File: src/rtl/ssd_scan_ctrl_if.sv
// Signal bundle between the user logic / shared segment decoder and the
// seven-segment scan controller.
interface ssd_scan_ctrl_if #(
    parameter int DIGITS = 4,
    parameter int DIV_W  = 16
);
    logic                  ena;
    logic [4*DIGITS-1:0]   value_in;
    logic                  load;
    logic                  lz_blank;
    logic [DIV_W-1:0]      div;
    logic [3:0]            nib;
    logic [6:0]            seg_in;
    logic [6:0]            seg_out;
    logic [DIGITS-1:0]     dig_sel;
    logic                  pending;
    logic                  frame_done;

    modport master (
        output ena, value_in, load, lz_blank, div, seg_in,
        input  nib, seg_out, dig_sel, pending, frame_done
    );

    modport slave (
        input  ena, value_in, load, lz_blank, div, seg_in,
        output nib, seg_out, dig_sel, pending, frame_done
    );
endinterface

File: src/rtl/ssd_scan_ctrl.sv
// Time-multiplexed common-anode seven-segment scan controller with a shared
// external decoder, frame-boundary value updates and leading-zero blanking.
module ssd_scan_ctrl #(
    parameter int DIGITS = 4,
    parameter int DIV_W  = 16
) (
    input  logic            clk,
    input  logic            rst_n,
    ssd_scan_ctrl_if.slave  bus
);
    localparam int IDX_W = (DIGITS > 1) ? $clog2(DIGITS) : 1;
    localparam logic [IDX_W-1:0]  LAST_IDX = IDX_W'(DIGITS - 1);
    localparam logic [DIGITS-1:0] ALL_OFF  = {DIGITS{1'b1}};
    localparam logic [6:0]        SEG_DARK = 7'h7F;

    typedef enum logic [1:0] {
        IDLE  = 2'd0,
        BLANK = 2'd1,
        SHOW  = 2'd2
    } state_t;

    state_t              state_r, state_s;
    logic [IDX_W-1:0]    idx_r, idx_s;
    logic [DIV_W-1:0]    cnt_r, cnt_s;
    logic [4*DIGITS-1:0] disp_r, disp_s;
    logic [4*DIGITS-1:0] pend_val_r, pend_val_s;
    logic                pending_r, pending_s;
    logic                frame_done_r, frame_done_s;
    logic [6:0]          seg_out_r, seg_out_s;
    logic [DIGITS-1:0]   dig_sel_r, dig_sel_s;

    // A digit is dark when it and every more significant nibble are zero.
    function automatic logic lz_suppress(input logic [4*DIGITS-1:0] d,
                                         input logic [IDX_W-1:0]    i,
                                         input logic                en);
        logic all_zero;
        all_zero = 1'b1;
        for (int j = 0; j < DIGITS; j++) begin
            all_zero = all_zero & ((j < int'(i)) | (d[4*j +: 4] == 4'h0));
        end
        return en & (i != '0) & all_zero;
    endfunction

    assign bus.nib        = disp_r[{idx_r, 2'b00} +: 4];
    assign bus.seg_out    = seg_out_r;
    assign bus.dig_sel    = dig_sel_r;
    assign bus.pending    = pending_r;
    assign bus.frame_done = frame_done_r;

    // Next-state, scan sequencing and value-update logic.
    always_comb begin
        state_s      = state_r;
        idx_s        = idx_r;
        cnt_s        = cnt_r;
        disp_s       = disp_r;
        pend_val_s   = pend_val_r;
        pending_s    = pending_r;
        frame_done_s = 1'b0;
        seg_out_s    = seg_out_r;
        dig_sel_s    = dig_sel_r;

        case (state_r)
            IDLE: begin
                idx_s     = '0;
                cnt_s     = '0;
                seg_out_s = SEG_DARK;
                dig_sel_s = ALL_OFF;
                // Nothing is on screen, so a waiting value can go live at once.
                if (pending_r) begin
                    disp_s    = pend_val_r;
                    pending_s = 1'b0;
                end else begin
                    disp_s    = disp_r;
                end
                state_s = bus.ena ? BLANK : IDLE;
            end
            BLANK: begin
                if (bus.ena) begin
                    state_s   = SHOW;
                    cnt_s     = '0;
                    seg_out_s = lz_suppress(disp_r, idx_r, bus.lz_blank) ? SEG_DARK : bus.seg_in;
                    dig_sel_s = ~(DIGITS'(1) << idx_r);
                end else begin
                    state_s   = IDLE;
                    idx_s     = '0;
                    cnt_s     = '0;
                    seg_out_s = SEG_DARK;
                    dig_sel_s = ALL_OFF;
                end
            end
            SHOW: begin
                if (!bus.ena) begin
                    state_s   = IDLE;
                    idx_s     = '0;
                    cnt_s     = '0;
                    seg_out_s = SEG_DARK;
                    dig_sel_s = ALL_OFF;
                end else if (cnt_r >= bus.div) begin
                    state_s   = BLANK;
                    seg_out_s = SEG_DARK;
                    dig_sel_s = ALL_OFF;
                    if (idx_r == LAST_IDX) begin
                        idx_s        = '0;
                        frame_done_s = 1'b1;
                        if (pending_r) begin
                            disp_s    = pend_val_r;
                            pending_s = 1'b0;
                        end else begin
                            disp_s    = disp_r;
                        end
                    end else begin
                        idx_s = idx_r + IDX_W'(1);
                    end
                end else begin
                    cnt_s = cnt_r + DIV_W'(1);
                end
            end
            default: begin
                state_s   = IDLE;
                idx_s     = '0;
                cnt_s     = '0;
                seg_out_s = SEG_DARK;
                dig_sel_s = ALL_OFF;
            end
        endcase

        // A load on the boundary edge still re-arms pending with the new value.
        if (bus.load) begin
            pend_val_s = bus.value_in;
            pending_s  = 1'b1;
        end else begin
            pend_val_s = pend_val_r;
        end
    end

    // State and output registers.
    always_ff @(posedge clk or negedge rst_n) begin
        if (!rst_n) begin
            state_r      <= IDLE;
            idx_r        <= '0;
            cnt_r        <= '0;
            disp_r       <= '0;
            pend_val_r   <= '0;
            pending_r    <= 1'b0;
            frame_done_r <= 1'b0;
            seg_out_r    <= SEG_DARK;
            dig_sel_r    <= ALL_OFF;
        end else begin
            state_r      <= state_s;
            idx_r        <= idx_s;
            cnt_r        <= cnt_s;
            disp_r       <= disp_s;
            pend_val_r   <= pend_val_s;
            pending_r    <= pending_s;
            frame_done_r <= frame_done_s;
            seg_out_r    <= seg_out_s;
            dig_sel_r    <= dig_sel_s;
        end
    end
endmodule

File: src/flat_wrapper.sv
// flat-port wrapper written by rule: the top's interface ports become plain ports
module ssd_scan_ctrl_flat 
#(
    parameter int DIGITS = 4,
    parameter int DIV_W  = 16
)
  (clk, rst_n, bus_ena, bus_value_in, bus_load, bus_lz_blank, bus_div, bus_seg_in, bus_nib, bus_seg_out, bus_dig_sel, bus_pending, bus_frame_done);
  ssd_scan_ctrl_if #(.DIGITS(DIGITS), .DIV_W(DIV_W)) bus_i ();
  input  logic clk;
  input  logic rst_n;
  input wire logic [$bits(bus_i.ena)-1:0] bus_ena;
  input wire logic [$bits(bus_i.value_in)-1:0] bus_value_in;
  input wire logic [$bits(bus_i.load)-1:0] bus_load;
  input wire logic [$bits(bus_i.lz_blank)-1:0] bus_lz_blank;
  input wire logic [$bits(bus_i.div)-1:0] bus_div;
  input wire logic [$bits(bus_i.seg_in)-1:0] bus_seg_in;
  output wire logic [$bits(bus_i.nib)-1:0] bus_nib;
  output wire logic [$bits(bus_i.seg_out)-1:0] bus_seg_out;
  output wire logic [$bits(bus_i.dig_sel)-1:0] bus_dig_sel;
  output wire logic [$bits(bus_i.pending)-1:0] bus_pending;
  output wire logic [$bits(bus_i.frame_done)-1:0] bus_frame_done;
  assign bus_i.ena = bus_ena;
  assign bus_i.value_in = bus_value_in;
  assign bus_i.load = bus_load;
  assign bus_i.lz_blank = bus_lz_blank;
  assign bus_i.div = bus_div;
  assign bus_i.seg_in = bus_seg_in;
  assign bus_nib = bus_i.nib;
  assign bus_seg_out = bus_i.seg_out;
  assign bus_dig_sel = bus_i.dig_sel;
  assign bus_pending = bus_i.pending;
  assign bus_frame_done = bus_i.frame_done;
  ssd_scan_ctrl #(.DIGITS(DIGITS), .DIV_W(DIV_W)) u_core (.clk(clk), .rst_n(rst_n), .bus(bus_i));
endmodule
File: config.mk
export PLATFORM = sky130hd
export DESIGN_NAME = ssd_scan_ctrl_flat
export DESIGN_NICKNAME = d
export VERILOG_FILES = /design/src/rtl/ssd_scan_ctrl_if.sv /design/src/rtl/ssd_scan_ctrl.sv /design/src/flat_wrapper.sv
export SDC_FILE = /design/constraint.sdc
export NUM_CORES = 1
export LEC_CHECK = 0
export CORE_MARGIN = 2
export CORE_UTILIZATION = 40
export CTS_BUF_LIST = sky130_fd_sc_hd__clkbuf_16
export DETAILED_ROUTE_END_ITERATION = 10
export SLEW_MARGIN = 20
export SYNTH_ARGS = -nofsm -noshare
export SYNTH_HDL_FRONTEND = slang
export SYNTH_SLANG_ARGS = --single-unit
export TNS_END_PERCENT = 20
File: constraint.sdc
create_clock -name clk -period 6.7 [get_ports clk]
set_input_delay 1.34 -clock clk [delete_from_list [all_inputs] [get_ports clk]]
set_output_delay 1.34 -clock clk [all_outputs]
set_load 0.05 [all_outputs]
==> flow_metrics.env, run 1 <==
export IMPL_hp_class="reg -> reg"
export IMPL_die_y_um=96.4
export IMPL_final_common_cell="clkdlybuf4s50_1"
export IMPL_skew_ns=0.00656
export IMPL_ir_drop_v=0.000155
export IMPL_rsz0062_at_grt="false"
export IMPL_synthTopCellsByArea="dfrtp_1 40%, dfstp_2 8.5%, ha_1 8.1%, mux2_2 7.3%, mux2_4 4.4%"
export IMPL_die_area_um2=9290
export IMPL_p_leak_nw=1.83
export IMPL_setup_viol=0
export IMPL_crit_path_top_delay_cell="a41oi_4"
export IMPL_path_max_fanout=23
export IMPL_io_pins=61
export IMPL_fin_util=0.526
export IMPL_grt_ovfl_total=0
export IMPL_dr_total_vias=2404
export IMPL_synth_area_leader_cell="dfrtp_1"
export IMPL_via_per_inst=5.18
export IMPL_rows=33
export IMPL_drt_first_pass_iters=4
export IMPL_gp_congestion=0.739
export IMPL_synth_nets=358
export IMPL_post_cts_buffers=0
export IMPL_reg2reg_slack_ns=3.73
export IMPL_io_buffers=60
export IMPL_htree_levels=3
export IMPL_fmax_mhz=250
export IMPL_fin_crit_ns=4.00
export IMPL_clock_path_buffers=2
export IMPL_die_width_um=96.4
export IMPL_cts_tree="built"
export IMPL_cap_violations=0
export IMPL_drcViolationCount=0
export IMPL_syn2layout_area_growth_pct=27.3
export IMPL_clk_pin_slew_worst_paths_ns=0.05
export IMPL_wirelength_mm=6.47
export IMPL_final_max_slew_violation_count=0
export IMPL_clockRootBuffer="clkbuf_16"
export IMPL_grt_pass1_vias=2334
export IMPL_antenna_left=0
export IMPL_p_per_area_nw_per_um2=249
export IMPL_max_slew_worst_pin_slew_ns=0.803
export IMPL_endpoint_kind="flop"
export IMPL_n_antenna_cell=0
export IMPL_synth_cell_area_um2=3410
export IMPL_cts_hold_buf=0
export IMPL_worstPathArrival_ns=4.21
export IMPL_synth_cells=292
export IMPL_routedWlPerCell_um=13.9
export IMPL_period_share=0.597
export IMPL_grt_pass1_wl_mm=10.7
export IMPL_synth_edff_count=0
export IMPL_ys_warnings_count=0
export IMPL_path_cells="clkdlybuf4s50_1, inv_1, ha_1, a211oi_2, o21ai_2, a41oi_4, o21ai_4, a41oi_4, mux2_2"
export IMPL_status="finished clean"
export IMPL_antenna_found_initial=0
export IMPL_crit_path_max_incr_delay_ns=0.72
export IMPL_start_util=0.413
export IMPL_drive_gt1_frac=0.189
export IMPL_worstPathRequired_ns=6.91
export IMPL_worstSkewPairLatency_ns=0.32
export IMPL_slew_headroom=0.465
export IMPL_hold_violations=0
export IMPL_critPathKind="in -> reg"
export IMPL_place_hpwl_mm=4.64
export IMPL_synth_cell_types=45
export IMPL_synth_top_area_share=0.396
export IMPL_grtUsageTotal=0.151
export IMPL_coreArea_um2=8260
export IMPL_crit_path_start_kind="input port"
export IMPL_cts_inserted_buffers=9
export IMPL_async_flop_share=1.00
export IMPL_synth_main_ff_cell="dfrtp_1"
export IMPL_drt_iter0_drc=83
export IMPL_numClockSinks=65
export IMPL_fin_setup_tns_ns=0
export IMPL_crit_path_frequent_cell="a41oi_4"
export IMPL_synth_seq_cells=65
export IMPL_seq_area_frac_synth=0.481
export IMPL_syn_area_per_cell_um2=11.7
export IMPL_ctsResizeCount=0
export IMPL_grt_max_degree=66
export IMPL_fin_nets=421
export IMPL_layout_common_cells="59 x clkdlybuf4s50_1, 54 x dfrtp_1, 27 x nand2_1"
-- metal layers --
layer  track usage  vias up  wire, um
li1              -     1185         -
met1         0.193     1161      2980
met2         0.243       48      3070
met3        0.0372       10       315
met4        0.0716        0       115
met5             0        -         0
-- per-stage QoR --
| step | hold WS [ns] | instance area [um2] | power (W) | instances | setup slack, ns |
|---|---|---|---|---|---|
| global route | 0.520 | 4350 | 0.00114 | 464 | 2.55 |
| finish | 0.501 | 4350 | 0.00108 | 464 | 2.70 |
| floorplan | 0.475 | 3410 | 0.000618 | 292 | 3.34 |
| detailed placement | 0.493 | 4100 | 0.000694 | 449 | 2.34 |
| global placement | 0.491 | 4100 | 0.000691 | 449 | 2.38 |
| CTS | 0.504 | 4350 | 0.00110 | 464 | 2.68 |
-- flip-flops by register name, indices dropped and copies added (netlist names) --
name,cells
u_core.bus.dig_sel,4
u_core.bus.frame_done,1
u_core.bus.pending,1
u_core.bus.seg_out,7
u_core.cnt_r,16
u_core.disp_r,16
u_core.idx_r,2
u_core.pend_val_r,16
u_core.state_r,2
-- cell usage after synthesis (4+ instances only) --
library cell and n:
dfrtp_1 54, o31ai_1 7, a21oi_1 14, nor4_1 4, and3_1 5, mux2_4 10, inv_1 20, dfstp_2 11
ha_1 22, mux2_2 22, o22a_1 7, o2111ai_1 4, o21ai_0 6, clkbuf_1 6, xor2_1 4, nand2_1 27
or4_1 5, o21a_1 4, nor2_1 13, mux4_2 4, nand3_1 8
-- final cells by class --
type                       count  area (um2)
timing repair buffer          61         603
inverter                      20        75.1
tap                          105         131
clock buffer                   9         225
fill                         747        3910
multi-input combinational    198        1650
sequential                    65        1640
clock inverter                 6        26.3
-- worst max-delay path, delay by kind of cell --
kind	cells	cell delay (ns)
compound gates	5	1.64
buf+inv	2	0.49
mux	1	0.41
fa+ha+maj	1	0.31
-- power by group --
group	internal [W]	switching, W	leakage, nW
Combinational	0.000112	0.0000966	0.907
Clock	0.000242	0.000155	0.127
Sequential	0.000442	0.0000352	0.792
Total	0.000796	0.000287	1.83
-- logic make-up after synthesis --
family,synth area share
flip-flops,0.481
multiplexers,0.143
AND/OR/NAND/NOR,0.109
AO/OA/AOI/OAI,0.134
buffers and inverters,0.0374
XOR/XNOR,0.0154
adder cells (fa/ha/maj),0.0806
-- path summary, 6_finish.rpt --
check	startpoint	end	cells after the start
hold / removal	u_core.pend_val_r[6]$_DFFE_PN0P_	u_core.disp_r[6]$_DFFE_PN0P_	1
setup reg to reg	u_core.cnt_r[2]$_DFFE_PN0P_	u_core.disp_r[1]$_DFFE_PN0P_	7
max in group asynchronous	rst_n	u_core.disp_r[7]$_DFFE_PN0P_	2
min in group asynchronous	rst_n	u_core.cnt_r[6]$_DFFE_PN0P_	2
setup / recovery	bus_div[2]	u_core.disp_r[1]$_DFFE_PN0P_	9
hold reg to reg	u_core.pend_val_r[6]$_DFFE_PN0P_	u_core.disp_r[6]$_DFFE_PN0P_	1
(Power assumes the default switching activity.)
==> run 2: changes to the inputs <==
==> constraint.sdc (replaced) <==
create_clock -name clk -period 3.87 [get_ports clk]
set_input_delay 0.774 -clock clk [delete_from_list [all_inputs] [get_ports clk]]
set_output_delay 0.774 -clock clk [all_outputs]
set_load 0.05 [all_outputs]
==> run 2 against run 1 <==
  * Clock power rose by 120%
  * Combinational power rose by 74%
  * Routed wire length rose by 3.5%
  * Sequential cell count did not move
  * Sequential share of layout area fell by 0.73 points
==> flow_metrics.env, run 2 (synthesis gave the netlist of run 1 again) <==
export IMPL_rr_endpoint="u_core.disp_r[3]$_DFFE_PN0P_"
export IMPL_numClockSinks=65
export IMPL_wirelength_mm=6.70
export IMPL_setup_viol=0
export IMPL_critPathKind="in -> reg"
export IMPL_worstSkewPairLatency_ns=0.33
export IMPL_stdcell_area_um2=4430
export IMPL_drcViolationCount=0
export IMPL_cts_hold_buf=0
export IMPL_io_buffers=60
export IMPL_final_common_cell="clkdlybuf4s50_1"
export IMPL_die_area_um2=9290
export IMPL_post_cts_buffers=0
export IMPL_routedWlPerCell_um=14.3
export IMPL_placedInstanceArea_um2=4110
export IMPL_die_width_um=96.4
export IMPL_slew_headroom=0.509
export IMPL_worstPathArrival_ns=3.27
export IMPL_grt_ovfl_total=0
export IMPL_drt_first_pass_iters=4
export IMPL_gp_congestion=0.783
export IMPL_grt_pass1_wl_mm=11.2
export IMPL_fin_setup_tns_ns=0
export IMPL_skew_ns=0.00726
export IMPL_antenna_left=0
export IMPL_grt_max_degree=49
export IMPL_rows=33
export IMPL_status="finished clean"
export IMPL_fin_nets=423
export IMPL_grt_pass1_vias=2422
export IMPL_final_max_slew_violation_count=0
export IMPL_htree_levels=3
export IMPL_start_util=0.413
export IMPL_worstPathRequired_ns=4.08
export IMPL_fmax_mhz=327
export IMPL_die_y_um=96.4
export IMPL_top_regs="u_core.cnt_r x16, u_core.disp_r x16, u_core.pend_val_r x16"
export IMPL_clockRootBuffer="clkbuf_16"
export IMPL_coreArea_um2=8260
export IMPL_crit_path_frequent_cell="a41oi_4"
export IMPL_dr_total_vias=2419
export IMPL_cp_num_buf_inv=3
export IMPL_ir_drop_v=0.000255
export IMPL_fin_crit_ns=3.06
export IMPL_rsz0062_at_grt="false"
export IMPL_place_hpwl_mm=4.83
export IMPL_max_slew_worst_pin_slew_ns=0.734
export IMPL_endpoint_kind="flop"
export IMPL_hp_class="in -> async"
export IMPL_p_leak_nw=1.86
export IMPL_clock_path_buffers=2
export IMPL_antenna_found_initial=0
export IMPL_drt_iter0_drc=75
export IMPL_p_per_area_nw_per_um2=463
export IMPL_dp_slack_ns=0.468
export IMPL_path_max_fanout=16
export IMPL_via_per_inst=5.18
export IMPL_period_share=0.790
export IMPL_layout_common_cells="59 x clkdlybuf4s50_1, 54 x dfrtp_1, 27 x nand2_1"
export IMPL_path_cells="clkdlybuf4s50_1, inv_1, ha_1, a211oi_2, o21ai_2, a41oi_4, o21ai_4, a41oi_4, buf_4, mux2_2"
export IMPL_crit_path_start_kind="input port"
export IMPL_reg2reg_slack_ns=1.27
export IMPL_rr_startpoint="u_core.cnt_r[2]$_DFFE_PN0P_"
export IMPL_grtUsageTotal=0.161
export IMPL_fin_util=0.537
export IMPL_cpLargestDelayFamily="compound AO/OA/AOI/OAI gates"
export IMPL_n_antenna_cell=0
export IMPL_worstRegToRegCells=8
export IMPL_hold_violations=0
export IMPL_crit_path_max_incr_delay_ns=0.45
export IMPL_crit_path_top_delay_cell="clkdlybuf4s50_1"
export IMPL_hold_ws_ns=0.454
export IMPL_fin_ws_ns=0.814
export IMPL_ctsResizeCount=0
export IMPL_cts_tree="built"
export IMPL_io_pins=61
export IMPL_syn2layout_area_growth_pct=29.9
export IMPL_cts_inserted_buffers=9
export IMPL_clk_pin_slew_worst_paths_ns=0.05
export IMPL_drive_gt1_frac=0.202
export IMPL_cap_violations=0
-- run 2: worst max path at each step --
| stage | end | startpoint | slack [ns] | cells past startpoint |
|---|---|---|---|---|
| floorplan | u_core.disp_r[10]$_DFFE_PN0P_ | bus_div[2] | 1.08 | 9 |
| global placement | u_core.disp_r[1]$_DFFE_PN0P_ | bus_div[2] | 0.50 | 10 |
| detailed placement | u_core.disp_r[4]$_DFFE_PN0P_ | bus_div[2] | 0.47 | 10 |
| CTS | bus_nib[2] | u_core.idx_r[0]$_DFFE_PN0P_ | 0.80 | 2 |
| global route | u_core.disp_r[1]$_DFFE_PN0P_ | bus_div[2] | 0.66 | 10 |
| finish | u_core.disp_r[3]$_DFFE_PN0P_ | bus_div[2] | 0.81 | 10 |
-- run 2: cell type report --
cell class	count	area (um2)
Fill cell	753	3820
Multi-Input combinational cell	198	1650
Sequential cell	65	1640
Timing Repair Buffer	63	621
Clock buffer	9	225
Tap cell	105	131
Clock inverter	7	95.1
Inverter	20	75.1
-- run 2: metal layers --
metal | global-route usage | wire (um)
met5 | 0 | 0
met4 | 0.0692 | 143
met3 | 0.0520 | 379
met2 | 0.256 | 3100
met1 | 0.201 | 3080
-- run 2: report_power, final --
part	switching, W	internal, W
logic	0.000168	0.000195
clock network	0.000297	0.000562
registers	0.0000657	0.000765
total	0.000530	0.00152
-- run 2: through the flow --
stage,std cells,power [W]
after floorplan,292,0.00107
after global placement,451,0.00120
after detailed placement,451,0.00121
after CTS,467,0.00208
after global routing,467,0.00214
final,467,0.00205
-- run 2: worst register-to-register path, cell delays in order (launching register included) --
cell and delay (ns):
dfrtp_1 0.45, ha_1 0.34, a211oi_2 0.25, o21ai_2 0.10
a41oi_4 0.35, o21ai_4 0.12, a41oi_4 0.21, buf_4 0.30
mux2_2 0.37
==> run 3: changes to the inputs <==
==> constraint.sdc (replaced) <==
create_clock -name clk -period 3.1 [get_ports clk]
set_input_delay 0.62 -clock clk [delete_from_list [all_inputs] [get_ports clk]]
set_output_delay 0.62 -clock clk [all_outputs]
set_load 0.05 [all_outputs]
==> run 3 against run 2 <==
  * Clock skew down 0.0016 ns
  * Non-clock buffer count up 11
  * Via count rose by 2.5%
  * Combinational power grew 28%
  * Clock power up 9.3%
  * Power increased by 19%
  * Critical path depth down 8
  * Die area is the same
  * Cell area increased by 1.1%
  * Sequential cell count is the same
  * Worst setup slack lost 0.58 ns
==> flow_metrics.env, run 3 (synthesis gave the netlist of run 1 again) <==
export IMPL_hp_class="in -> async"
export IMPL_fin_nets=434
export IMPL_dr_total_vias=2480
export IMPL_post_cts_buffers=0
export IMPL_rows=33
export IMPL_final_max_slew_violation_count=0
export IMPL_critPathKind="reg -> out"
export IMPL_max_slew_worst_pin_slew_ns=0.893
export IMPL_antenna_left=0
export IMPL_io_buffers=60
export IMPL_grt_ovfl_total=0
export IMPL_totalPowerFinal_w=0.00244
export IMPL_skew_ns=0.00564
export IMPL_ctsResizeCount=0
export IMPL_final_common_cell="clkdlybuf4s50_1"
export IMPL_numClockSinks=65
export IMPL_fillers=717
export IMPL_cts_hold_buf=0
export IMPL_n_antenna_cell=0
export IMPL_reg2reg_slack_ns=0.65
export IMPL_crit_path_top_delay_cell="clkdlybuf4s50_1"
export IMPL_clock_path_buffers=2
export IMPL_grt_max_degree=41
export IMPL_path_max_fanout=11
export IMPL_cts_tree="built"
export IMPL_fin_ws_ns=0.230
export IMPL_syn2layout_area_growth_pct=31.3
export IMPL_cpLargestDelayFamily="buffers and inverters"
export IMPL_placed_cells=462
export IMPL_rsz0062_at_grt="false"
export IMPL_drt_iter0_drc=95
export IMPL_worstSkewPairLatency_ns=0.32
export IMPL_cts_inserted_buffers=9
export IMPL_crit_path_max_incr_delay_ns=0.72
export IMPL_start_util=0.413
export IMPL_grtUsageTotal=0.162
export IMPL_cap_violations=0
export IMPL_slew_headroom=0.405
export IMPL_die_y_um=96.4
export IMPL_path_cells="mux4_2, clkdlybuf4s50_1"
export IMPL_hold_violations=0
export IMPL_drt_first_pass_iters=4
export IMPL_grt_pass1_vias=2515
export IMPL_p_leak_nw=1.90
export IMPL_die_area_um2=9290
export IMPL_worstPathRequired_ns=2.48
export IMPL_fmax_mhz=348
export IMPL_period_share=0.926
export IMPL_top_regs="u_core.cnt_r x16, u_core.disp_r x16, u_core.pend_val_r x16"
export IMPL_io_pins=61
export IMPL_status="finished clean"
export IMPL_via_per_inst=5.20
export IMPL_ir_drop_v=0.000327
export IMPL_wirelength_mm=6.82
export IMPL_crit_path_start_kind="flop"
export IMPL_routedWlPerCell_um=14.3
export IMPL_antenna_found_initial=0
export IMPL_hold_ws_ns=0.429
export IMPL_fin_crit_ns=2.87
export IMPL_cp_num_buf_inv=1
export IMPL_coreArea_um2=8260
export IMPL_endpoint_kind="output pin"
export IMPL_worstPathArrival_ns=2.25
export IMPL_htree_levels=3
export IMPL_layout_common_cells="59 x clkdlybuf4s50_1, 54 x dfrtp_1, 27 x nand2_1"
export IMPL_clk_pin_slew_worst_paths_ns=0.05
export IMPL_grt_pass1_wl_mm=11.4
export IMPL_die_width_um=96.4
export IMPL_drcViolationCount=0
export IMPL_clockRootBuffer="clkbuf_16"
export IMPL_fin_setup_tns_ns=0
export IMPL_final_cell_count_no_fill=477
export IMPL_drive_gt1_frac=0.215
export IMPL_gp_congestion=0.806
export IMPL_setup_viol=0
export IMPL_place_hpwl_mm=5.03
export IMPL_dp_slack_ns=-0.0214
export IMPL_p_per_area_nw_per_um2=544
## run 3: path summary, 6_finish.rpt
| path | startpoint | to | cells after the start |
|---|---|---|---|
| min reg2reg | u_core.pend_val_r[10]$_DFFE_PN0P_ | u_core.disp_r[10]$_DFFE_PN0P_ | 1 |
| max in group asynchronous | rst_n | u_core.bus.dig_sel[3]$_DFFE_PN1P_ | 2 |
| min in group clk | u_core.pend_val_r[10]$_DFFE_PN0P_ | u_core.disp_r[10]$_DFFE_PN0P_ | 1 |
| min | rst_n | u_core.cnt_r[7]$_DFFE_PN0P_ | 1 |
| max reg2reg | u_core.cnt_r[2]$_DFFE_PN0P_ | u_core.cnt_r[9]$_DFFE_PN0P_ | 8 |
| max | u_core.idx_r[0]$_DFFE_PN0P_ | bus_nib[2] | 2 |
## run 3: per-stage QoR
stage	util	cell area [um2]
after floorplan	-	3410
after global placement	0.509	4210
after detailed placement	0.509	4210
after CTS	0.543	4480
after global routing	0.543	4480
final	0.543	4480
## run 3: area by class of cell
class                   instances  area (um2)  share of cell area
multi-input cells             198        1650               0.367
flip-flops and latches         65        1640               0.366
repair buffers                 74         713               0.159
clock buffers                   9         225              0.0503
well taps                     105         131              0.0293
inverters                      20        75.1              0.0168
clock inverters                 6        50.0              0.0112
## run 3: layer usage
layer | routed length [um] | track usage | vias to the layer above | share of wire
met5 | 0 | 0 | - | 0
met4 | 131 | 0.0822 | 0 | 0.019
met3 | 385 | 0.0403 | 11 | 0.056
met2 | 3090 | 0.251 | 71 | 0.45
met1 | 3220 | 0.211 | 1184 | 0.47
li1 | - | - | 1214 | -
## run 3: power breakdown
part | internal (W) | total [W] | switching [W]
sequential | 0.000956 | 0.00103 | 0.0000774
clock | 0.000604 | 0.000938 | 0.000334
combinational | 0.000252 | 0.000465 | 0.000213
## run 3: worst reg2reg max path, stage by stage (launching register included)
cell and delay (ns):
dfrtp_1 0.44, ha_1 0.34, a211oi_2 0.26, o21ai_2 0.11, a41oi_4 0.28, o21ai_4 0.11, buf_4 0.18, or4_1 0.51
a21oi_1 0.15
